`config.mk`:
```
export PLATFORM = sky130hd
export DESIGN_NAME = riscv_core_div_ctrl
export DESIGN_NICKNAME = d
export VERILOG_FILES = /design/src/rtl/riscv_core_div_pkg.sv /design/src/rtl/riscv_core_div_step.sv /design/src/rtl/riscv_core_div_ctrl.sv
export SDC_FILE = /design/constraint.sdc
export NUM_CORES = 1
export LEC_CHECK = 0
export ABC_AREA = 1
export BUFFER_PORTS_ARGS = -buffer_cell sky130_fd_sc_hd__buf_4
export CELL_PAD_IN_SITES_DETAIL_PLACEMENT = 0
export CELL_PAD_IN_SITES_GLOBAL_PLACEMENT = 1
export CORE_MARGIN = 2
export CORE_UTILIZATION = 38
export CTS_BUF_LIST = sky130_fd_sc_hd__clkbuf_2 sky130_fd_sc_hd__clkbuf_4 sky130_fd_sc_hd__clkbuf_8
export CTS_CLUSTER_SIZE = 30
export DETAILED_ROUTE_END_ITERATION = 10
export PLACE_DENSITY_LB_ADDON = 0.1
export SETUP_SLACK_MARGIN = 0.05
export SYNTH_ARGS = -nofsm -noshare
export SYNTH_HDL_FRONTEND = slang
export SYNTH_SLANG_ARGS = --single-unit
export TNS_END_PERCENT = 50
```
`constraint.sdc`:
```
create_clock -name i_clk -period 6.65 [get_ports i_clk]
set_input_delay 0.9975 -clock i_clk [delete_from_list [all_inputs] [get_ports i_clk]]
set_output_delay 0.9975 -clock i_clk [all_outputs]
set_load 0.01 [all_outputs]
```
`src/rtl/riscv_core_div_pkg.sv`:
```
// Shared encodings for the RV64M divide controller: operation codes and FSM states.
package riscv_core_div_pkg;

  localparam logic [1:0] DIV_OP_DIV  = 2'b00;
  localparam logic [1:0] DIV_OP_DIVU = 2'b01;
  localparam logic [1:0] DIV_OP_REM  = 2'b10;
  localparam logic [1:0] DIV_OP_REMU = 2'b11;

  localparam logic [1:0] DIV_OP_DIVW  = DIV_OP_DIV;
  localparam logic [1:0] DIV_OP_DIVUW = DIV_OP_DIVU;
  localparam logic [1:0] DIV_OP_REMW  = DIV_OP_REM;
  localparam logic [1:0] DIV_OP_REMUW = DIV_OP_REMU;

  typedef enum logic [1:0] {
    IDLE = 2'd0,
    CALC = 2'd1,
    DONE = 2'd2
  } div_state_e;

  function automatic logic div_op_is_signed(input logic [1:0] op);
    return (op == DIV_OP_DIV) || (op == DIV_OP_REM);
  endfunction

endpackage

```
`src/rtl/riscv_core_div_step.sv`:
```
// One restoring-division step: shift in the next dividend bit, subtract the divisor if it fits.
// Purely combinational; no handshake.
module riscv_core_div_step
  import riscv_core_div_pkg::*;
#(
  parameter int XLEN = 64
) (
  input  logic [XLEN:0]   rem,
  input  logic            quo_msb,
  input  logic [XLEN-1:0] divisor,
  output logic [XLEN:0]   rem_next,
  output logic            quo_bit
);

  logic [XLEN:0] shifted;
  logic [XLEN:0] diff;

  assign shifted = {rem[XLEN-1:0], quo_msb};
  assign diff    = shifted - {1'b0, divisor};
  // rem[XLEN] stays clear while rem < divisor; if ever set it acts as the carry into the compare
  assign quo_bit  = rem[XLEN] | (shifted >= {1'b0, divisor});
  assign rem_next = quo_bit ? diff : shifted;

endmodule

```
`src/rtl/riscv_core_div_ctrl.sv`:
```
// Iterative RV64M divide sequencer: XLEN (or XLEN/2 for W ops) cycles per result, 1 for div-by-zero.
// Single request in flight; result held in DONE until the consumer takes it.
module riscv_core_div_ctrl
  import riscv_core_div_pkg::*;
#(
  parameter int XLEN = 64
) (
  input  logic            i_clk,
  input  logic            i_rst_n,
  input  logic            i_div_ctrl_valid,
  output logic            o_div_ctrl_ready,
  input  logic [XLEN-1:0] i_div_ctrl_srcA,
  input  logic [XLEN-1:0] i_div_ctrl_srcB,
  input  logic [1:0]      i_div_ctrl_control,
  input  logic            i_div_ctrl_isword,
  input  logic            i_div_ctrl_flush,
  output logic            o_div_ctrl_valid,
  input  logic            i_div_ctrl_out_ready,
  output logic [XLEN-1:0] o_div_ctrl_quotient,
  output logic [XLEN-1:0] o_div_ctrl_remainder,
  output logic            o_div_ctrl_srcA_Dsign,
  output logic            o_div_ctrl_srcB_Dsign,
  output logic            o_div_ctrl_srcA_Wsign,
  output logic            o_div_ctrl_srcB_Wsign,
  output logic [1:0]      o_div_ctrl_control,
  output logic            o_div_ctrl_isword
);

  localparam int HALF = XLEN / 2;
  localparam int CW   = $clog2(XLEN);
  localparam logic [XLEN-1:0] ONE = {{(XLEN-1){1'b0}}, 1'b1};

  div_state_e state, state_nxt;

  logic [XLEN:0]   rem_q;
  logic [XLEN-1:0] quo_q;
  logic [XLEN-1:0] div_q;
  logic [CW-1:0]   cnt_q;
  logic            a_dsign_q, b_dsign_q, a_wsign_q, b_wsign_q;
  logic [1:0]      ctrl_q;
  logic            isword_q;

  logic            is_signed;
  logic            a_dsign, b_dsign, a_wsign, b_wsign;
  logic            a_neg, b_neg;
  logic [XLEN-1:0] a_ext, b_ext, a_mag, b_mag, quo_init;
  logic [CW-1:0]   cnt_init;
  logic            b_zero;
  logic            accept;
  logic [XLEN:0]   step_rem;
  logic            step_bit;

  assign is_signed = div_op_is_signed(i_div_ctrl_control);
  assign a_dsign   = is_signed & i_div_ctrl_srcA[XLEN-1];
  assign b_dsign   = is_signed & i_div_ctrl_srcB[XLEN-1];
  assign a_wsign   = is_signed & i_div_ctrl_srcA[HALF-1];
  assign b_wsign   = is_signed & i_div_ctrl_srcB[HALF-1];
  assign a_neg     = i_div_ctrl_isword ? a_wsign : a_dsign;
  assign b_neg     = i_div_ctrl_isword ? b_wsign : b_dsign;

  assign a_ext = i_div_ctrl_isword ? {{HALF{a_wsign}}, i_div_ctrl_srcA[HALF-1:0]} : i_div_ctrl_srcA;
  assign b_ext = i_div_ctrl_isword ? {{HALF{b_wsign}}, i_div_ctrl_srcB[HALF-1:0]} : i_div_ctrl_srcB;
  assign a_mag = a_neg ? (~a_ext + ONE) : a_ext;
  assign b_mag = b_neg ? (~b_ext + ONE) : b_ext;

  // Word dividends sit in the top half so the quotient lands in the low half after HALF steps
  assign quo_init = i_div_ctrl_isword ? {a_mag[HALF-1:0], {HALF{1'b0}}} : a_mag;
  assign cnt_init = i_div_ctrl_isword ? CW'(HALF - 1) : CW'(XLEN - 1);
  assign b_zero   = (b_ext == '0);
  assign accept   = (state == IDLE) & i_div_ctrl_valid & ~i_div_ctrl_flush;

  riscv_core_div_step #(.XLEN(XLEN)) u_step (
    .rem      (rem_q),
    .quo_msb  (quo_q[XLEN-1]),
    .divisor  (div_q),
    .rem_next (step_rem),
    .quo_bit  (step_bit)
  );

  always_ff @(posedge i_clk or negedge i_rst_n) begin
    if (!i_rst_n) state <= IDLE;
    else          state <= state_nxt;
  end

  always_comb begin
    state_nxt = state;
    case (state)
      IDLE:    if (accept) state_nxt = b_zero ? DONE : CALC;
      CALC:    if (cnt_q == '0) state_nxt = DONE;
      DONE:    if (i_div_ctrl_out_ready) state_nxt = IDLE;
      default: state_nxt = IDLE;
    endcase
    if (i_div_ctrl_flush) state_nxt = IDLE;
  end

  always_ff @(posedge i_clk or negedge i_rst_n) begin
    if (!i_rst_n) begin
      rem_q     <= '0;
      quo_q     <= '0;
      div_q     <= '0;
      cnt_q     <= '0;
      a_dsign_q <= 1'b0;
      b_dsign_q <= 1'b0;
      a_wsign_q <= 1'b0;
      b_wsign_q <= 1'b0;
      ctrl_q    <= '0;
      isword_q  <= 1'b0;
    end else if (accept) begin
      ctrl_q   <= i_div_ctrl_control;
      isword_q <= i_div_ctrl_isword;
      div_q    <= b_mag;
      if (b_zero) begin
        // Zeroed sign flags make sign correction return -1 and the dividend untouched
        quo_q     <= '1;
        rem_q     <= {1'b0, a_ext};
        cnt_q     <= '0;
        a_dsign_q <= 1'b0;
        b_dsign_q <= 1'b0;
        a_wsign_q <= 1'b0;
        b_wsign_q <= 1'b0;
      end else begin
        quo_q     <= quo_init;
        rem_q     <= '0;
        cnt_q     <= cnt_init;
        a_dsign_q <= a_dsign;
        b_dsign_q <= b_dsign;
        a_wsign_q <= a_wsign;
        b_wsign_q <= b_wsign;
      end
    end else if (state == CALC) begin
      rem_q <= step_rem;
      quo_q <= {quo_q[XLEN-2:0], step_bit};
      cnt_q <= cnt_q - CW'(1);
    end
  end

  assign o_div_ctrl_ready      = (state == IDLE);
  assign o_div_ctrl_valid      = (state == DONE);
  assign o_div_ctrl_quotient   = quo_q;
  assign o_div_ctrl_remainder  = rem_q[XLEN-1:0];
  assign o_div_ctrl_srcA_Dsign = a_dsign_q;
  assign o_div_ctrl_srcB_Dsign = b_dsign_q;
  assign o_div_ctrl_srcA_Wsign = a_wsign_q;
  assign o_div_ctrl_srcB_Wsign = b_wsign_q;
  assign o_div_ctrl_control    = ctrl_q;
  assign o_div_ctrl_isword     = isword_q;

endmodule
```
# Word-level counts from Yosys, hierarchy flattened
# Index checks and enable logic that the tools add are counted.
# word_totals
regBits	208
output_inout_bits	137
elab_cells	67
# op_classes
addsub	4
order_cmp	1
n_eq_ne	6
n_mux	28
n_bitwise	10
reduce_logical	7
# op_table
op	count
64-bit two-way mux	9
65-bit two-way mux	3
64-bit by 1-bit adder with 64-bit output (second input constant)	2
64-bit inverter	2
65-bit by 64-bit greater-or-equal comparator with 1-bit output	1
65-bit by 64-bit subtractor with 65-bit output	1
64-bit zero test	1
6-bit two-way mux	4
2-bit two-way mux	5
1-bit bitwise AND	6
6-bit zero test	1
1-bit two-way mux	6
2-bit case mux with 3 select lines	1
6-bit by 1-bit subtractor with 6-bit output (second input constant)	1
2-bit == test (second input constant)	2
2-bit zero test	2
3-bit by 1-bit != test with 1-bit output (second input constant)	1
3-bit by 2-bit != test with 1-bit output (second input constant)	1
3-bit != test (second input constant)	1
3-bit AND reduction	1
2-bit by 1-bit == test with 1-bit output (second input constant)	1
2-bit nonzero test	1
1-bit logical OR	1
1-bit inverter	1
1-bit bitwise OR	1

# Depth between registers and ports, before layout
# Gate-level depths: netlist of run 1.
# logic_depth
word_depth	10
mapped_depth	21
mapped_depth_nobuf	19

# Modules after synthesis
# From an unflattened synthesis of run 1, not the netlist that was laid out.
# hier_totals
hier_cells	3974
area_unflattened_um2	22556.6
# by_module_without_submodules
mod	instances	cells_each	area_each_um2	seq_area_each_um2
riscv_core_div_ctrl	1	2299	14905.5	5205.0
riscv_core_div_step	1	1675	7651.1	0.0

# Worst setup path after synthesis of run 1
# Ideal clock, no wire load.
# synth_path
path_type	input to register
start	input i_div_ctrl_srcA[0]
end	register quo_q[40] (netlist: o_div_ctrl_quotient[40])
setup_ps	116
t_arrival_ps	2616
required_time_ps	6534
path_slack_ps	3918
cell_stages	13
n_path_buf	0
path_cell_list	inv_1 ha_1 nand2_1 nor2_1 nand3_1 nor2_1 nand2_1 o21ai_0 nand3b_1 nand3_1 nand3_1 nand2_1 nand2_1
# synth_via
elab_chain_cells	7
# synth_lines
element	line_no	source
start, declared	riscv_core_div_ctrl.sv:12	input logic [XLEN-1:0] i_div_ctrl_srcA,
64-bit two-way mux	riscv_core_div_ctrl.sv:61	assign a_ext = i_div_ctrl_isword ? {{HALF{a_wsign}}, i_div_ctrl_srcA[HALF-1:0]} : i_div_ctrl_srcA;
64-bit inverter	riscv_core_div_ctrl.sv:63	assign a_mag = a_neg ? (~a_ext + ONE) : a_ext;
64-bit by 1-bit adder with 64-bit output	riscv_core_div_ctrl.sv:63	
64-bit two-way mux	riscv_core_div_ctrl.sv:63	
64-bit two-way mux	riscv_core_div_ctrl.sv:67	assign quo_init = i_div_ctrl_isword ? {a_mag[HALF-1:0], {HALF{1'b0}}} : a_mag;
64-bit two-way mux	riscv_core_div_ctrl.sv:112	if (b_zero) begin
64-bit two-way mux	riscv_core_div_ctrl.sv:108	end else if (accept) begin
end signal, assigned	riscv_core_div_ctrl.sv:122	quo_q <= quo_init;
end signal, assigned	riscv_core_div_ctrl.sv:132	quo_q <= {quo_q[XLEN-2:0], step_bit};
end, declared	riscv_core_div_ctrl.sv:36	logic [XLEN-1:0] quo_q;
# Every way passes these cells.
# A chain may end at the register's enable or synchronous reset.

# Worst setup path after layout of run 1
# layout_path
start	register div_q[51]
end	register rem_q[59]
# layout_via
elab_chain_cells	5
elab_cells_between_ends	6
classes_between	1 x add/sub; 1 x order compare; 3 x mux; 1 x bitwise
# layout_lines
element	line_no	source
start, declared	riscv_core_div_ctrl.sv:37	logic [XLEN-1:0] div_q;
start signal, assigned	riscv_core_div_ctrl.sv:111	div_q <= b_mag;
65-bit by 64-bit greater-or-equal comparator with 1-bit output	riscv_core_div_step.sv:21	assign quo_bit = rem[XLEN] | (shifted >= {1'b0, divisor});
1-bit bitwise OR	riscv_core_div_step.sv:21	
65-bit two-way mux *	riscv_core_div_step.sv:22	assign rem_next = quo_bit ? diff : shifted;
65-bit two-way mux *	riscv_core_div_ctrl.sv:130	end else if (state == CALC) begin
65-bit two-way mux *	riscv_core_div_ctrl.sv:108	
end signal, assigned	riscv_core_div_ctrl.sv:115	rem_q <= {1'b0, a_ext};
end signal, assigned	riscv_core_div_ctrl.sv:131	rem_q <= step_rem;
end, declared	riscv_core_div_ctrl.sv:35	logic [XLEN:0] rem_q;
# Every way passes the cells marked *; elsewhere a longest branch is shown, timed or not. The select of a mux whose other input is x is not followed.

==> results of run 1 <==
-- registers in the layout, indices dropped and copies added, names as in the netlist --
signal and flops:
state 2, o_div_ctrl_srcA_Wsign 1, o_div_ctrl_srcB_Dsign 1, div_q 64
o_div_ctrl_srcB_Wsign 1, o_div_ctrl_srcA_Dsign 1, rem_q 65, o_div_ctrl_control 2
o_div_ctrl_isword 1, o_div_ctrl_quotient 64, cnt_q 6
-- area by class of cell --
class	count	area, µm²	share of cell area, %
Sequential cell	208	5205	20.08
Clock buffer	64	812.0	3.133
Clock inverter	15	172.7	0.6662
Inverter	622	2342	9.036
Multi-Input combinational cell	3047	14220	54.85
Antenna cell	1	2.502	0.009654
Tap cell	773	967.2	3.731
Timing Repair Buffer	289	2202	8.496
-- cells by family (layout without fill, tap and decap cells) --
logic type / after synthesis / after routing / share of synthesized area (%)
and+or+nand+nor: 2529 / 2529 / 45.95
DFF: 208 / 208 / 22.73
adders and majority gates: 69 / 69 / 3.802
other: 0 / 1 / 0
buffers and inverters: 838 / 990 / 15.47
AOI/OAI and AO/OA: 358 / 358 / 8.566
xor gates and xnor gates: 91 / 91 / 3.480
-- stage by stage --
stage | utilization (%) | area, µm²
2_1_floorplan | - | 22900
3_3_place_gp | 42.01 | 24930
3_5_place_dp | 42.01 | 24930
4_1_cts | 43.67 | 25920
5_1_grt | 43.67 | 25920
6_report | 43.67 | 25920
-- final timing paths --
path | startpoint | end | slack, ps
max | div_q[51] | rem_q[59] | 2550
min | i_rst_n | div_q[15] | 360
max reg2reg | div_q[51] | rem_q[59] | 2550
min reg2reg | div_q[42] | div_q[42] | 480
max in group asynchronous | i_rst_n | o_div_ctrl_quotient[49] | 5120
min in group i_clk | div_q[42] | div_q[42] | 480
-- routing by layer --
| metal | track usage, % | wire (µm) | part of all wire [%] |
|---|---|---|---|
| met4 | 11.00 | 3703 | 3.4 |
| met3 | 6.310 | 9493 | 8.6 |
| met2 | 51.84 | 46690 | 42 |
| met1 | 50.14 | 50190 | 46 |
| met5 | 0 | 22 | 0.020 |
-- cell usage in the layout, fill, tap and decap left out, types with 7 or more instances in the layout --
cell	n
clkinv_2	7
nand3b_1	12
o21ai_0	128
xnor2_1	24
nor2_1	353
inv_2	7
o21a_1	20
nand4_1	179
nand2_1	1616
clkbuf_4	11
inv_1	612
xor2_1	67
clkbuf_8	53
ha_1	68
a21oi_1	123
nand3_1	296
dfrtp_1	208
buf_4	286
o211ai_1	10
o21ai_1	41
nor4_1	7
or2_2	13
o22ai_1	9
nor3_1	24
o21ai_2	10
-- power breakdown --
part | switching [mW] | internal [mW]
clock | 0.678 | 0.906
combinational | 6.36 | 2.75
sequential | 0.650 | 1.86
total | 7.68 | 5.51
==> results.cfg, run 1 <==
[outcome]
status = finished clean

[placement]
post-place-cells = 4939
place_hpwl_um = 88940
place_ws_ps = 2232
io_buffers = 272
gp_congestion = 1.034

[floorplan]
dieHeight_um = 249.5
row_count = 89
top_level_ports = 273
die_area_um2 = 62250
start_util_pct = 38.59
die_x_um = 249.5
core_um2 = 59350

[timing]
fin_worst_skew_ps = 69.03
finalHoldViolCount = 0
fmax_ghz = 0.2438
finalWorstSetupSlack_ps = 2548
worst_slew_pin_slew_ps = 1255
fin_tns_setup_ps = 0
setup_viol = 0
rsz0062_at_grt = no
fin_crit_sh_pct = 61.68
slew_viol_final = 0
holdWs_ps = 360.3
layout_min_cycle_time_ps = 4102
relSlewSlack_pct = 16.13

[synth]
synth_ff_type = dfrtp_1
yosysWarnings = 0
synthTopCellsByArea = nand2_1, dfrtp_1, inv_1, nand3_1, nor2_1
syn_area_um2 = 22900
synth_top_area_cell = nand2_1
yosysMostFrequentCell = nand2_1
synth_area_per_cell_um2 = 5.596
ys_ff_latch = 208
synth_common_cells = nand2_1, inv_1, nor2_1
async_flop_share_pct = 100.0
synth_edf_count = 0
seq_area_frac_synth_pct = 22.73
syn-num-nets = 4298
syn_inst = 4093
synth.top_cell.area_share_pct = 26.55
synth.distinct_cells = 45

[layout]
stdcell_count = 5019
num-fill-cells = 6851
area_growth_pct = 13.17
drive_gt1_share_pct = 9.918
nets = 4416

[clock_tree]
post-cts-setup-buffers = 0
clk_path_buf_depth = 3
cts_tree = built
h-tree-depth = 2
cts_resized = 0
clkTransAtPathRegs_ps = 50
cts_num_sinks = 208
root_buffer = clkbuf_8
postCtsHoldBufs = 0
numCtsBuffers = 43
clk-insertion-delay-late_ps = 670

[grt]
grt_pass1_wl_um = 162900
grt_pass1_vias = 24850
antenna_found_initial = 4
grt_usage_pct = 34.66
grt.overflow.total = 0
grt_max_degree = 113

[pwr]
powerDensity_nw_per_um2 = 509.1
p_total_mw = 13.20
ir_worst_vdd_uv = 252.2
leakagePower_nw = 14.50

[drt]
drt_iter0_drc = 2786
drt_first_pass_iters = 6
drc = 0
wl_per_cell_um = 21.94
routed_via_density = 5.337
totalWireLength_um = 110100
antenna_left = 0
vias = 26780

[setup_path]
slowest_stage = buf_4
crit_chain = inv_1, ha_1, nand2_1, inv_1, a21oi_1, o21ai_0, nand3_1, o21ai_1, nor2_4, buf_4, nand2_4, buf_4, nand3_1, nand2_1, inv_1, nand2_1
path_buf_inv = 5
cp.depth = 16
reg2regPathDepth = 16
startpoint_type = flop
crit_type = flop to flop
crit_arrival_ps = 4650
worst_setup_path_end_kind = flop
cp_max_fo = 66
worst_path_dominant_cell_family = buffers and inverters
required_ps = 7200
cp_slowest_stage_delay_ps = 690

[min_path]
hold_class = primary input to asynchronous set/reset pin

[flow_run]
maxCapViolations = 0
Note: power is estimated with default switching activity, not from simulation.
==> run 2: changes to the inputs <==
--- a/config.mk
+++ b/config.mk
@@ -5,7 +5,7 @@
 export SDC_FILE = /design/constraint.sdc
 export NUM_CORES = 1
 export LEC_CHECK = 0
-export ABC_AREA = 1
+export ABC_AREA = 0
 export BUFFER_PORTS_ARGS = -buffer_cell sky130_fd_sc_hd__buf_4
 export CELL_PAD_IN_SITES_DETAIL_PLACEMENT = 0
 export CELL_PAD_IN_SITES_GLOBAL_PLACEMENT = 1
==> constraint.sdc (replaced) <==
create_clock -name i_clk -period 3.88 [get_ports i_clk]
set_input_delay 0.582 -clock i_clk [delete_from_list [all_inputs] [get_ports i_clk]]
set_output_delay 0.582 -clock i_clk [all_outputs]
set_load 0.01 [all_outputs]
==> results.cfg, run 2 <==
[outcome]
status = finished clean

[synth]
synth_ff_type = dfrtp_1
ys_ff_latch = 208
yosysMostFrequentCell = nand2_1
synth_common_cells = nand2_1, o21ai_0, dfrtp_1
synth.distinct_cells = 86
yosysWarnings = 0
syn_inst = 2311
synth.top_cell.area_share_pct = 29.48
async_flop_share_pct = 100.0
seq_area_frac_synth_pct = 29.48
synth_edf_count = 0
syn_area_um2 = 17660
synthTopCellsByArea = dfrtp_1, nand2_1, o21ai_0, ha_1, xnor2_1
synth_area_per_cell_um2 = 7.640
syn-num-nets = 2516
synth_top_area_cell = dfrtp_1

[timing]
slew_viol_final = 0
finalHoldViolCount = 0
fin_crit_sh_pct = 92.90
holdWs_ps = 132.5
layout_min_cycle_time_ps = 3604
rsz0062_at_grt = no
relSlewSlack_pct = 22.47
setup_viol = 0
fin_worst_skew_ps = 29.57
finalWorstSetupSlack_ps = 275.6
fmax_ghz = 0.2774
worst_slew_pin_slew_ps = 1163

[layout]
nets = 2727
multi_input_area_um2 = 10970
drive_gt1_share_pct = 20.16
regMostFlops = rem_q
ff_latch_area_um2 = 5205
largest_reg_flops = 65
area_growth_pct = 20.96
post-route-util_pct = 46.86
final_common_cell = buf_4
final_cell_mix = buf_4, nand2_1, o21ai_0
num-fill-cells = 4614

[setup_path]
required_ps = 4390
crit_type = flop to flop
rr_startpoint = rem_q[38]
worst_setup_path_end_kind = flop
reg2regPathDepth = 10
cp_max_fo = 7
crit_arrival_ps = 4120
startpoint_type = flop
cp-startpoint = rem_q[38]

[clock_tree]
cts_tree = built
cts_num_sinks = 208
h-tree-depth = 2
post-cts-setup-buffers = 0
clk_path_buf_depth = 3
numCtsBuffers = 42
clk-insertion-delay-late_ps = 630
clkTransAtPathRegs_ps = 60
root_buffer = clkbuf_8

[grt]
antenna_found_initial = 1
grt.overflow.total = 0
grt_usage_pct = 30.12
grt_pass1_wl_um = 110200
grt_max_degree = 130
grt_pass1_vias = 17370

[min_path]
hold_class = primary input to flop
min-delay-start = i_div_ctrl_flush
holdPathStages = 2

[drt]
drt_iter0_drc = 1780
antenna_left = 0
wl_per_cell_um = 23.27
drt_first_pass_iters = 9
drc = 0
vias = 18160
totalWireLength_um = 73460
routed_via_density = 5.754

[placement]
gp_congestion = 0.9784
io_buffers = 272
place_ws_ps = 168.0
place_hpwl_um = 57930

[pwr]
p_total_mw = 16.12
ir_worst_vdd_uv = 354.3
powerDensity_nw_per_um2 = 755.0
switching_share_pct = 47.41
combPwrFrac_pct = 59.7
clkPwrFrac_pct = 16.6
p_int_mw = 8.479
seqPwrFrac_pct = 23.6
power.switching_mw = 7.644
leakagePower_nw = 9.656

[floorplan]
dieHeight_um = 219.6
top_level_ports = 273
die_area_um2 = 48200
core_um2 = 45580
row_count = 78
die_x_um = 219.6
start_util_pct = 38.74

[flow_run]
maxCapViolations = 0
==> run 2: cell types whose count changed after synthesis, sizes merged, moves of 44 or more <==
cell | before | now
clkbuf | 74 | 124
a31oi | 2 | 46
inv | 620 | 140
nand4 | 180 | 21
buf | 142 | 83
xnor2 | 24 | 91
o21ai | 180 | 263
a222oi | 0 | 56
nand2 | 1625 | 353
nand3 | 299 | 48
nor2 | 359 | 166
==> run 2: final cells by class <==
cell class	count	share of cell area [%]
Timing Repair Buffer	374	13.72
Clock inverter	16	0.8612
Clock buffer	61	3.697
Sequential cell	208	24.37
Inverter	140	2.461
Antenna cell	1	0.01172
Tap cell	600	3.515
Multi-Input combinational cell	1756	51.36
==> run 2: through the flow <==
step | TNS, ps | cell area (µm²) | cells
after CTS | 0 | 21330 | 3155
after global placement | -5.182 | 20350 | 3077
after global routing | 0 | 21360 | 3156
final | 0 | 21360 | 3156
after detailed placement | 0 | 20350 | 3077
after floorplan | 0 | 17660 | 2311
==> run 2: metal layers <==
| metal | wire length, µm | GRT usage, % | up-vias |
|---|---|---|---|
| met5 | 0 | 0 | - |
| met3 | 5317 | 5.190 | 121 |
| met1 | 33130 | 42.03 | 8663 |
| met4 | 2923 | 12.18 | 0 |
| li1 | - | - | 8655 |
| met2 | 32090 | 46.03 | 720 |
==> run 2: logic make-up after synthesis <==
kind of cell	count (synthesis)	share of synthesized area [%]
AOI/OAI and AO/OA	732	26.86
buffers and inverters	347	8.872
muxes	15	0.8717
adders and majority gates	69	4.932
and+or+nand+nor	765	20.30
xor gates and xnor gates	175	8.681
DFF	208	29.48
==> run 2: timing repair <==
item | 4_1_cts | 5_1_grt
resized for setup | 0 | 3
endpoints found under the hold margin | 62 | 0
hold buffers | 1 | 0
setup endpoints to repair | 0 | 30
==> run 2: path summary, 6_finish.rpt <==
| path | end | slack (ps) |
|---|---|---|
| min reg2reg | div_q[63] | 480 |
| min | state[1] | 130 |
| max in group asynchronous | div_q[57] | 2480 |
| min in group asynchronous | o_div_ctrl_quotient[14] | 550 |
| max | rem_q[0] | 280 |
| max reg2reg | rem_q[0] | 280 |
==> run 2: power by group through the flow <==
| stage | clock (mW) | combinational, mW | sequential, mW |
|---|---|---|---|
| final | 2.68 | 9.63 | 3.81 |
| after global routing | 2.84 | 10.5 | 3.90 |
| after detailed placement | 0 | 9.48 | 3.83 |
| after floorplan | 0 | 6.08 | 3.63 |
| after global placement | 0 | 9.53 | 3.80 |
| after CTS | 2.75 | 9.50 | 3.80 |
==> run 2: critical path, cell delays in order, from the launching register on <==
cell,delay [ps]
dfrtp_1,480
ha_1,470
nand2_1,250
nor4_2,430
a221o_1,240
a32oi_1,130
o31ai_4,430
nor4b_4,380
buf_4,200
mux2_2,320
o21ai_0,170
==> run 3: changes to the inputs <==
--- a/config.mk
+++ b/config.mk
@@ -18,5 +18,6 @@
 export SETUP_SLACK_MARGIN = 0.05
 export SYNTH_ARGS = -nofsm -noshare
 export SYNTH_HDL_FRONTEND = slang
+export SYNTH_HIERARCHICAL = 1
 export SYNTH_SLANG_ARGS = --single-unit
 export TNS_END_PERCENT = 50
==> results.cfg, run 3 <==
[outcome]
status = finished clean

[drt]
routed_via_density = 6.063
antenna_left = 0
drt_first_pass_iters = 6
totalWireLength_um = 91040
wl_per_cell_um = 26.03
drt_iter0_drc = 1788
vias = 21210
drc = 0

[clock_tree]
postCtsHoldBufs = 0
clk-insertion-delay-late_ps = 650
clkTransAtPathRegs_ps = 60
numCtsBuffers = 46
clk_path_buf_depth = 3
cts_num_sinks = 208
h-tree-depth = 2
cts_tree = built
root_buffer = clkbuf_8

[timing]
layout_min_cycle_time_ps = 3697
fmax_ghz = 0.2705
slew_viol_final = 0
rsz0062_at_grt = no
fin_worst_skew_ps = 40.76
relSlewSlack_pct = 37.58
fin_crit_sh_pct = 95.29
holdWs_ps = 8.779
worst_slew_pin_slew_ps = 912.6
setup_viol = 0
fin_tns_setup_ps = 0
finalHoldViolCount = 0

[setup_path]
rr_startpoint = rem_q[17]
crit_end = rem_q[32]
rr_endpoint = rem_q[32]
cp-startpoint = rem_q[17]
slowest_stage = o21bai_1
crit_arrival_ps = 4210
worst_setup_path_end_kind = flop
required_ps = 4390
crit_type = flop to flop
cp_max_fo = 7
regToRegSetupSlack_ps = 180
reg2regPathDepth = 11
startpoint_type = flop
cp_slowest_stage_delay_ps = 550
crit_chain = ha_1, and4_1, nand4_1, or3_1, a211o_1, and2_1, o21bai_1, xor2_1, mux2_2, o21ai_0, a21oi_1

[grt]
grt_max_degree = 104
grt_pass1_wl_um = 134400
grt_usage_pct = 33.22
antenna_found_initial = 2
grt_pass1_vias = 20780
grt.overflow.total = 0

[synth]
synth_area_per_cell_um2 = 7.548
seq_area_frac_synth_pct = 26.58
yosysMostFrequentCell = nand2_1
synth_edf_count = 0
syn_area_um2 = 19580
synth.top_cell.area_share_pct = 26.58
synth.distinct_cells = 96
synth_common_cells = nand2_1, a21oi_1, o21ai_0
yosysWarnings = 6
ys_ff_latch = 208
syn_inst = 2594
async_flop_share_pct = 100.0
synth_top_area_cell = dfrtp_1
synth_ff_type = dfrtp_1
synthTopCellsByArea = dfrtp_1, a21oi_1, o21ai_0, nand2_1, ha_1
syn-num-nets = 2799

[floorplan]
top_level_ports = 273
die_area_um2 = 53360
start_util_pct = 38.32
dieHeight_um = 231.0
row_count = 83
core_um2 = 51090
die_x_um = 231.0

[pwr]
leakagePower_nw = 9.889
ir_worst_vdd_uv = 455.8
powerDensity_nw_per_um2 = 851.8

[flow_run]
maxCapViolations = 0

[placement]
gp_congestion = 0.9627
place_hpwl_um = 69610
io_buffers = 272
post-place-cells = 3416

[layout]
final_common_cell = buf_4
stdcell_count = 3498
nets = 2992
num-fill-cells = 5296
largest_reg_flops = 65
final_cell_mix = buf_4, nand2_1, a21oi_1
area_growth_pct = 19.48
regMostFlops = rem_q
drive_gt1_share_pct = 20.80

[min_path]
hold_class = primary input to asynchronous set/reset pin
-- run 3: cell count changes in the layout (fill, tap and decap cells not counted), sizes merged, moves of 26 or more --
cell,change
a21oi,+143
nand2,-62
a222oi,-56
mux2,+46
nor2,+35
inv,-29
nor4,+29
nand4,+28
xor2,-27
nor3,+26
-- run 3: repair_timing --
action	CTS	global route
setup endpoints to repair	0	52
setup buffers	0	2
gates resized for setup	0	24
-- run 3: layer usage --
metal  GRT usage (%)  up-vias  share of wire (%)
met1           43.32    10470                 43
li1                -     9752                  -
met3           4.237      160                5.9
met5               0        -              0.025
met2           56.17      819                 48
met4           12.04        4                3.5
-- run 3: layout make-up --
class                   count  area, µm²  share of cell area, %
clock inverters            12      131.4                 0.5616
repair buffers            390       3132                  13.39
diodes                      1      2.502                0.01070
flip-flops and latches    208       5205                  22.25
well taps                 680      850.8                  3.637
inverters                 109      411.6                  1.760
multi-input cells        2032      12800                  54.73
clock buffers              66      858.3                  3.669
-- run 3: worst min-delay path by stage --
stage / from / to
floorplan: i_rst_n / cnt_q[0]
global placement: div_q[8] / div_q[8]
detailed placement: o_div_ctrl_control[1] / o_div_ctrl_control[1]
CTS: i_rst_n / div_q[9]
global route: i_rst_n / div_q[9]
finish: i_rst_n / div_q[9]
-- run 3: cell families (layout without fill, tap and decap cells) --
family | count (synthesis) | after routing | synth area share [%]
XOR/XNOR | 141 | 141 | 6.307
AND/OR/NAND/NOR | 869 | 869 | 21.53
flip-flops | 208 | 208 | 26.58
other | 0 | 1 | 0
AO/OA/AOI/OAI | 884 | 884 | 28.23
adder cells (fa/ha/maj) | 69 | 69 | 4.448
buffers and inverters | 354 | 577 | 8.697
multiplexers | 69 | 69 | 4.205
-- run 3: power by group --
group	internal [mW]	total, mW	switching [mW]
Clock	1.56	2.74	1.19
Sequential	3.08	4.16	1.07
Combinational	5.75	13.0	7.28
-- run 3: critical path, delay by kind of cell, from the launching register on --
kind	cells	cell delay [ps]
AOI/OAI and AO/OA	4	1160
and+or+nand+nor	4	1100
adders and majority gates	1	450
DFF	1	400
muxes	1	300
xor gates and xnor gates	1	160
-- run 3: through the flow --
step | power, mW | setup slack [ps] | utilization, % | cell area (µm²)
6_report | 19.93 | 182.8 | 45.79 | 23390
5_1_grt | 21.21 | 48.80 | 45.78 | 23390
4_1_cts | 19.62 | 74.05 | 45.54 | 23270
3_5_place_dp | 16.76 | 102.6 | 43.60 | 22280
3_3_place_gp | 16.78 | 74.65 | 43.60 | 22280
2_1_floorplan | 12.58 | 476.9 | - | 19580
